==> config.mk <==
export PLATFORM = sky130hd
export DESIGN_NAME = hazard_scoreboard
export DESIGN_NICKNAME = d
export VERILOG_FILES = /design/src/rtl/pipeline_pkg.sv /design/src/rtl/sb_match.sv /design/src/rtl/hazard_scoreboard.sv
export SDC_FILE = /design/constraint.sdc
export NUM_CORES = 1
export LEC_CHECK = 0
export BUFFER_PORTS_ARGS = -buffer_cell sky130_fd_sc_hd__buf_2
export CORE_AREA = 2 2 85 87
export DETAILED_ROUTE_END_ITERATION = 10
export DIE_AREA = 0 0 87 89
export GPL_TIMING_DRIVEN = 1
export SYNTH_ARGS = -nofsm -noshare
export SYNTH_HDL_FRONTEND = slang
export SYNTH_SLANG_ARGS = --single-unit
==> constraint.sdc <==
create_clock -name i_clk -period 3.72 [get_ports i_clk]
set_input_delay 0.186 -clock i_clk [delete_from_list [all_inputs] [get_ports i_clk]]
set_output_delay 0.186 -clock i_clk [all_outputs]
set_load 0.1 [all_outputs]
==> src/rtl/pipeline_pkg.sv <==
// rtl/pipeline_pkg.sv - shared pipeline opcodes, scoreboard slot type and slot count
package pipeline_pkg;

    localparam int SB_SLOTS = 3;
    localparam int SB_EX    = 0;
    localparam int SB_MEM   = 1;
    localparam int SB_WB    = 2;

    // RV32I major opcodes as seen in instr[6:2]
    localparam logic [4:0] OPC_LOAD   = 5'b00000;
    localparam logic [4:0] OPC_OP_IMM = 5'b00100;
    localparam logic [4:0] OPC_AUIPC  = 5'b00101;
    localparam logic [4:0] OPC_STORE  = 5'b01000;
    localparam logic [4:0] OPC_OP     = 5'b01100;
    localparam logic [4:0] OPC_LUI    = 5'b01101;
    localparam logic [4:0] OPC_BRANCH = 5'b11000;
    localparam logic [4:0] OPC_JALR   = 5'b11001;
    localparam logic [4:0] OPC_JAL    = 5'b11011;
    localparam logic [4:0] OPC_SYSTEM = 5'b11100;

    typedef struct packed {
        logic       vld;
        logic [4:0] rd;
    } sb_slot_t;

    function automatic logic opc_uses_rs1(input logic [4:0] opc);
        return !(opc == OPC_LUI || opc == OPC_AUIPC || opc == OPC_JAL);
    endfunction

endpackage

==> src/rtl/sb_match.sv <==
// rtl/sb_match.sv - compares one tracked destination against the ID source registers
module sb_match
    import pipeline_pkg::*;
(
    input  sb_slot_t   slot,
    input  logic [4:0] rs1,
    input  logic [4:0] rs2,
    input  logic       rs1_used,
    input  logic       rs2_used,
    output logic       match
);

    logic rs1_hit;
    logic rs2_hit;

    assign rs1_hit = rs1_used && (rs1 == slot.rd);
    assign rs2_hit = rs2_used && (rs2 == slot.rd);

    // rd != 0 also rules out x0 as a source, since a hit needs rs == rd
    assign match = slot.vld && (slot.rd != 5'd0) && (rs1_hit || rs2_hit);

endmodule

==> src/rtl/hazard_scoreboard.sv <==
// rtl/hazard_scoreboard.sv - ID-stage RAW hazard scoreboard; HAZARD_WB_BYPASS_EN drops WB from compare
module hazard_scoreboard
    import pipeline_pkg::*;
(
    input  logic        i_clk,
    input  logic        i_rst_n,
    input  logic [31:0] instr_i,
    input  logic        id_valid_i,
    input  logic        rd_wren_i,
    input  logic        is_rs2_i,
    input  logic        br_flush_i,
    output logic        stall_o,
    output logic        bubble_o,
    output logic [31:0] stall_cnt_o
);

`ifdef HAZARD_WB_BYPASS_EN
    localparam int CMP_SLOTS = SB_SLOTS - 1;
`else
    localparam int CMP_SLOTS = SB_SLOTS;
`endif

    sb_slot_t             slot_q [SB_SLOTS];
    sb_slot_t             ex_next;
    logic [31:0]          stall_cnt_q;
    logic [CMP_SLOTS-1:0] slot_match;
    logic [4:0]           rs1;
    logic [4:0]           rs2;
    logic [4:0]           rd;
    logic                 rs1_used;
    logic                 rs2_used;
    logic                 hazard;
    logic                 unused_instr_bits;

    assign rs1      = instr_i[19:15];
    assign rs2      = instr_i[24:20];
    assign rd       = instr_i[11:7];
    assign rs1_used = opc_uses_rs1(instr_i[6:2]);
    assign rs2_used = is_rs2_i;

    assign unused_instr_bits = ^{instr_i[31:25], instr_i[14:12], instr_i[1:0]};

    for (genvar g = 0; g < CMP_SLOTS; g++) begin : g_cmp
        sb_match u_match (
            .slot     (slot_q[g]),
            .rs1      (rs1),
            .rs2      (rs2),
            .rs1_used (rs1_used),
            .rs2_used (rs2_used),
            .match    (slot_match[g])
        );
    end

    // A taken branch kills ID, so its hazard is irrelevant
    assign hazard   = id_valid_i && (|slot_match);
    assign stall_o  = hazard && !br_flush_i;
    assign bubble_o = stall_o || br_flush_i || !id_valid_i;

    always_comb begin
        ex_next = '0;
        if (!bubble_o) begin
            ex_next.vld = rd_wren_i && (rd != 5'd0);
            ex_next.rd  = rd;
        end
    end

    // Stages past ID never stall, so slots advance every cycle
    always_ff @(posedge i_clk) begin
        if (!i_rst_n) begin
            for (int i = 0; i < SB_SLOTS; i++) begin
                slot_q[i] <= '0;
            end
            stall_cnt_q <= '0;
        end else begin
            for (int i = SB_SLOTS - 1; i > 0; i--) begin
                slot_q[i] <= slot_q[i-1];
            end
            slot_q[SB_EX] <= ex_next;
            if (stall_o && (stall_cnt_q != 32'hFFFF_FFFF)) begin
                stall_cnt_q <= stall_cnt_q + 32'd1;
            end
        end
    end

    assign stall_cnt_o = stall_cnt_q;

endmodule

==> results.ini <==
[outcome]
run_status = completed

[sta]
worst-slew-pin-transition_ns = 0.687
worst_relative_slew_slack_pct = 54.2
period_needed_ns = 2.63
timing_hold_violations_final = 0
final.hold.worst_slack_ns = 0.109
final.setup.worst_slack_ns = 1.09
fin_setup_tns_ns = 0
fin_worst_skew_ns = 0.0139
report.final.slew_viol_count = 0
timing.final.crit_share_pct = 70.6
setup_viol_count_final = 0
clock.fmax_mhz = 381
unrepaired_setup_endpoints_after_global_routing = no

[global_route]
gr-total-overflow = 0
grt_pass1_wl_mm = 10.2
first_global_vias = 2219
globalRouteTotalUtil_pct = 16.4
grt_antenna_before_repair = 0
grt_start_max_net_pins = 41

[final_layout]
instances_no_fill = 448
antennaDiodeCount = 0
final_common_cell = sky130_fd_sc_hd__buf_2
layout.cells.most_common_list = sky130_fd_sc_hd__buf_2, sky130_fd_sc_hd__dfxtp_1, sky130_fd_sc_hd__nand2_1, sky130_fd_sc_hd__xnor2_1, sky130_fd_sc_hd__a21oi_1
drive_above_1_share_pct = 20.1
final_stage_net_count = 406
synthToLayoutAreaGrowth_pct = 17.3

[die]
top_level_ports = 72
fp.dieW_um = 87
fp.coreArea_mm2 = 0.00672
initial_core_util_pct = 39.2
die-height_um = 89
num_rows = 30
design.die.area_mm2 = 0.00774

[setup_path]
critPathRequiredTime_ns = 3.53
ff2ff_path_depth = 7
critical-path-slowest-cell = sky130_fd_sc_hd__or4_1
path_cells = or4_1 > o21ai_2 > nor3_1 > nor4_4 > and2_1 > nand2_1 > buf_2
worst-r2r-setup-slack_ns = 1.13
critical_path.startpoint_type = flip-flop
type_of_the_worst_setup_path = reg2out
top_delay_family_on_crit_path = simple AND/OR/NAND/NOR gates
regToRegStartpoint = slot_q[0][1]$_SDFF_PP0_
worst-path-max-fanout = 6
r2r-end = stall_cnt_o[29]$_SDFFE_PN0P_
worst_ep_arrival_time_ns = 2.44
cp_num_buf_inv = 1
critical_path.endpoint_type = output port
largest_stage_delay_on_the_critical_path_ns = 0.54

[synthesis]
synth_top_cells_by_area = sky130_fd_sc_hd__dfxtp_1, sky130_fd_sc_hd__xnor2_1, sky130_fd_sc_hd__nand2_1, sky130_fd_sc_hd__mux2i_1, sky130_fd_sc_hd__and2_1
mappedNetlistArea_mm2 = 0.00264
number_of_standard_cells_after_synthesis = 311
synth_enable_flop_cells = 0
mappedNetlistNets = 350
async_reset_ff_share_pct = 0
ys_seq_area_share_pct = 38.0
area_fraction_of_the_dominant_cell_type_after_synthesis_pct = 38.0
synthDominantAreaCellType = sky130_fd_sc_hd__dfxtp_1
flip_flop_and_latch_count_after_synthesis = 50
synth.avg_cell_area_um2 = 8.48
synth.lib_cells_used.distinct = 41
synth_warnings = 0
synth_ff_type = sky130_fd_sc_hd__dfxtp_1

[placed_design]
gp_routability_congestion = 0.798
pre_cts_ws_ns = 1.10
post-dp-hpwl_mm = 4.56
placement.io_buffers = 59
dp_cells = 440

[clock_tree]
post-cts-setup-buffers = 0
clock_tree.buffer_depth = 2
cts_hold_buffers = 0
tritoncts_num_sinks = 50
htree_levels = 2
cts_made_buffers = 5
cts.root.buffer_cell = sky130_fd_sc_hd__clkbuf_8
tritoncts = built
path_clk_slew_ns = 0.10
clk-insertion-delay-late_ns = 0.31
quantity_of_gates_resized_following_cts = 0

[hold_path]
hold_path_class = in2reg
min-delay-start = instr_i[10]
capture_endpoint_of_the_worst_hold_path = slot_q[0][3]$_SDFF_PP0_
hold-path-cell-count = 3

[drt]
vias_per_cell = 5.22
dr.first_iter.drc_count = 82
route.final.wire_length_mm = 6.11
detail_route.drc_violations = 0
detail_route.wl_per_cell_um = 13.6
firstDrtPassIters = 4
vias = 2338
drtAntennaViolNets = 0

[pwr]
p_per_area_mw_per_mm2 = 323
p_total_uw = 998
worst_ir_drop_vdd_mv = 0.173
power_leakage_nw = 1.29

[run]
drv_cap = 0

-- layout make-up --
class	instances	area [um^2]
clock buffer	5	68.8
clock inverter	3	40.0
fill	690	3630
inverter	11	41.3
multi-input combinational	239	1540
sequential	50	1000
tap	80	100
timing repair buffer	60	303
-- synth_stat cells (all sizes together), types with 2 or more instances --
| master | instances |
|---|---|
| dfxtp | 50 |
| nand2 | 39 |
| xnor2 | 29 |
| o21ai | 18 |
| a21oi | 16 |
| and2 | 15 |
| mux2i | 14 |
| nand2b | 14 |
| nand3 | 12 |
| nor2 | 12 |
| and3 | 10 |
| inv | 10 |
| nand4 | 10 |
| nand4b | 7 |
| or4 | 7 |
| buf | 6 |
| or3 | 6 |
| clkbuf | 5 |
| nor3 | 5 |
| nor4 | 5 |
| xor2 | 4 |
| a21o | 2 |
| and4 | 2 |
| o31ai | 2 |
-- power by group --
group	switching (mW)	internal (mW)
Clock	0.186	0.198
Combinational	0.0398	0.0316
Sequential	0.00400	0.538
-- state kept, by name (all words and copies together) (netlist names) --
signal and cells:
slot_q 18, stall_cnt_o 32
-- how the worst max path moves through the flow --
stage / start / end / slack, ns / cells past startpoint
2_1_floorplan: stall_cnt_o[2]$_SDFFE_PN0P_ / stall_cnt_o[24]$_SDFFE_PN0P_ / 0.92 / 9
3_3_place_gp: slot_q[0][1]$_SDFF_PP0_ / stall_cnt_o[25]$_SDFFE_PN0P_ / 1.15 / 7
3_5_place_dp: slot_q[0][1]$_SDFF_PP0_ / stall_cnt_o[29]$_SDFFE_PN0P_ / 1.10 / 7
4_1_cts: slot_q[0][1]$_SDFF_PP0_ / bubble_o / 1.05 / 7
5_1_grt: slot_q[0][13]$_SDFF_PN0_ / stall_cnt_o[13]$_SDFFE_PN0P_ / 0.82 / 7
6_report: slot_q[0][1]$_SDFF_PP0_ / bubble_o / 1.09 / 7
-- routing by layer --
layer / vias to the layer above / share of wire [%] / global-route usage [%]
li1: 1197 / - / -
met1: 1092 / 48 / 21.7
met2: 42 / 47 / 27.6
met3: 7 / 4.5 / 3.60
met4: 0 / 0.87 / 3.98
met5: - / 0 / 0
-- cell families after synthesis --
family,share of synthesized area (%)
and+or+nand+nor,32.5
AOI/OAI and AO/OA,9.11
adders and majority gates,0.475
muxes,5.32
xor gates and xnor gates,11.0
DFF,38.0
buffers and inverters,3.65
-- worst register-to-register path: cells and delay by family (launching register included) --
kind	cells	cell delay [ns]
mux	1	0.17
compound gates	2	0.73
simple gates	4	1.28
flops	1	0.36
-- per-stage QoR --
step / instance area [um^2] / util [%]
2_1_floorplan: 2640 / -
3_3_place_gp: 2980 / 44.4
3_5_place_dp: 2980 / 44.4
4_1_cts: 3090 / 46.0
5_1_grt: 3090 / 46.0
6_report: 3090 / 46.0
Power figures use the tool's default switching activity.
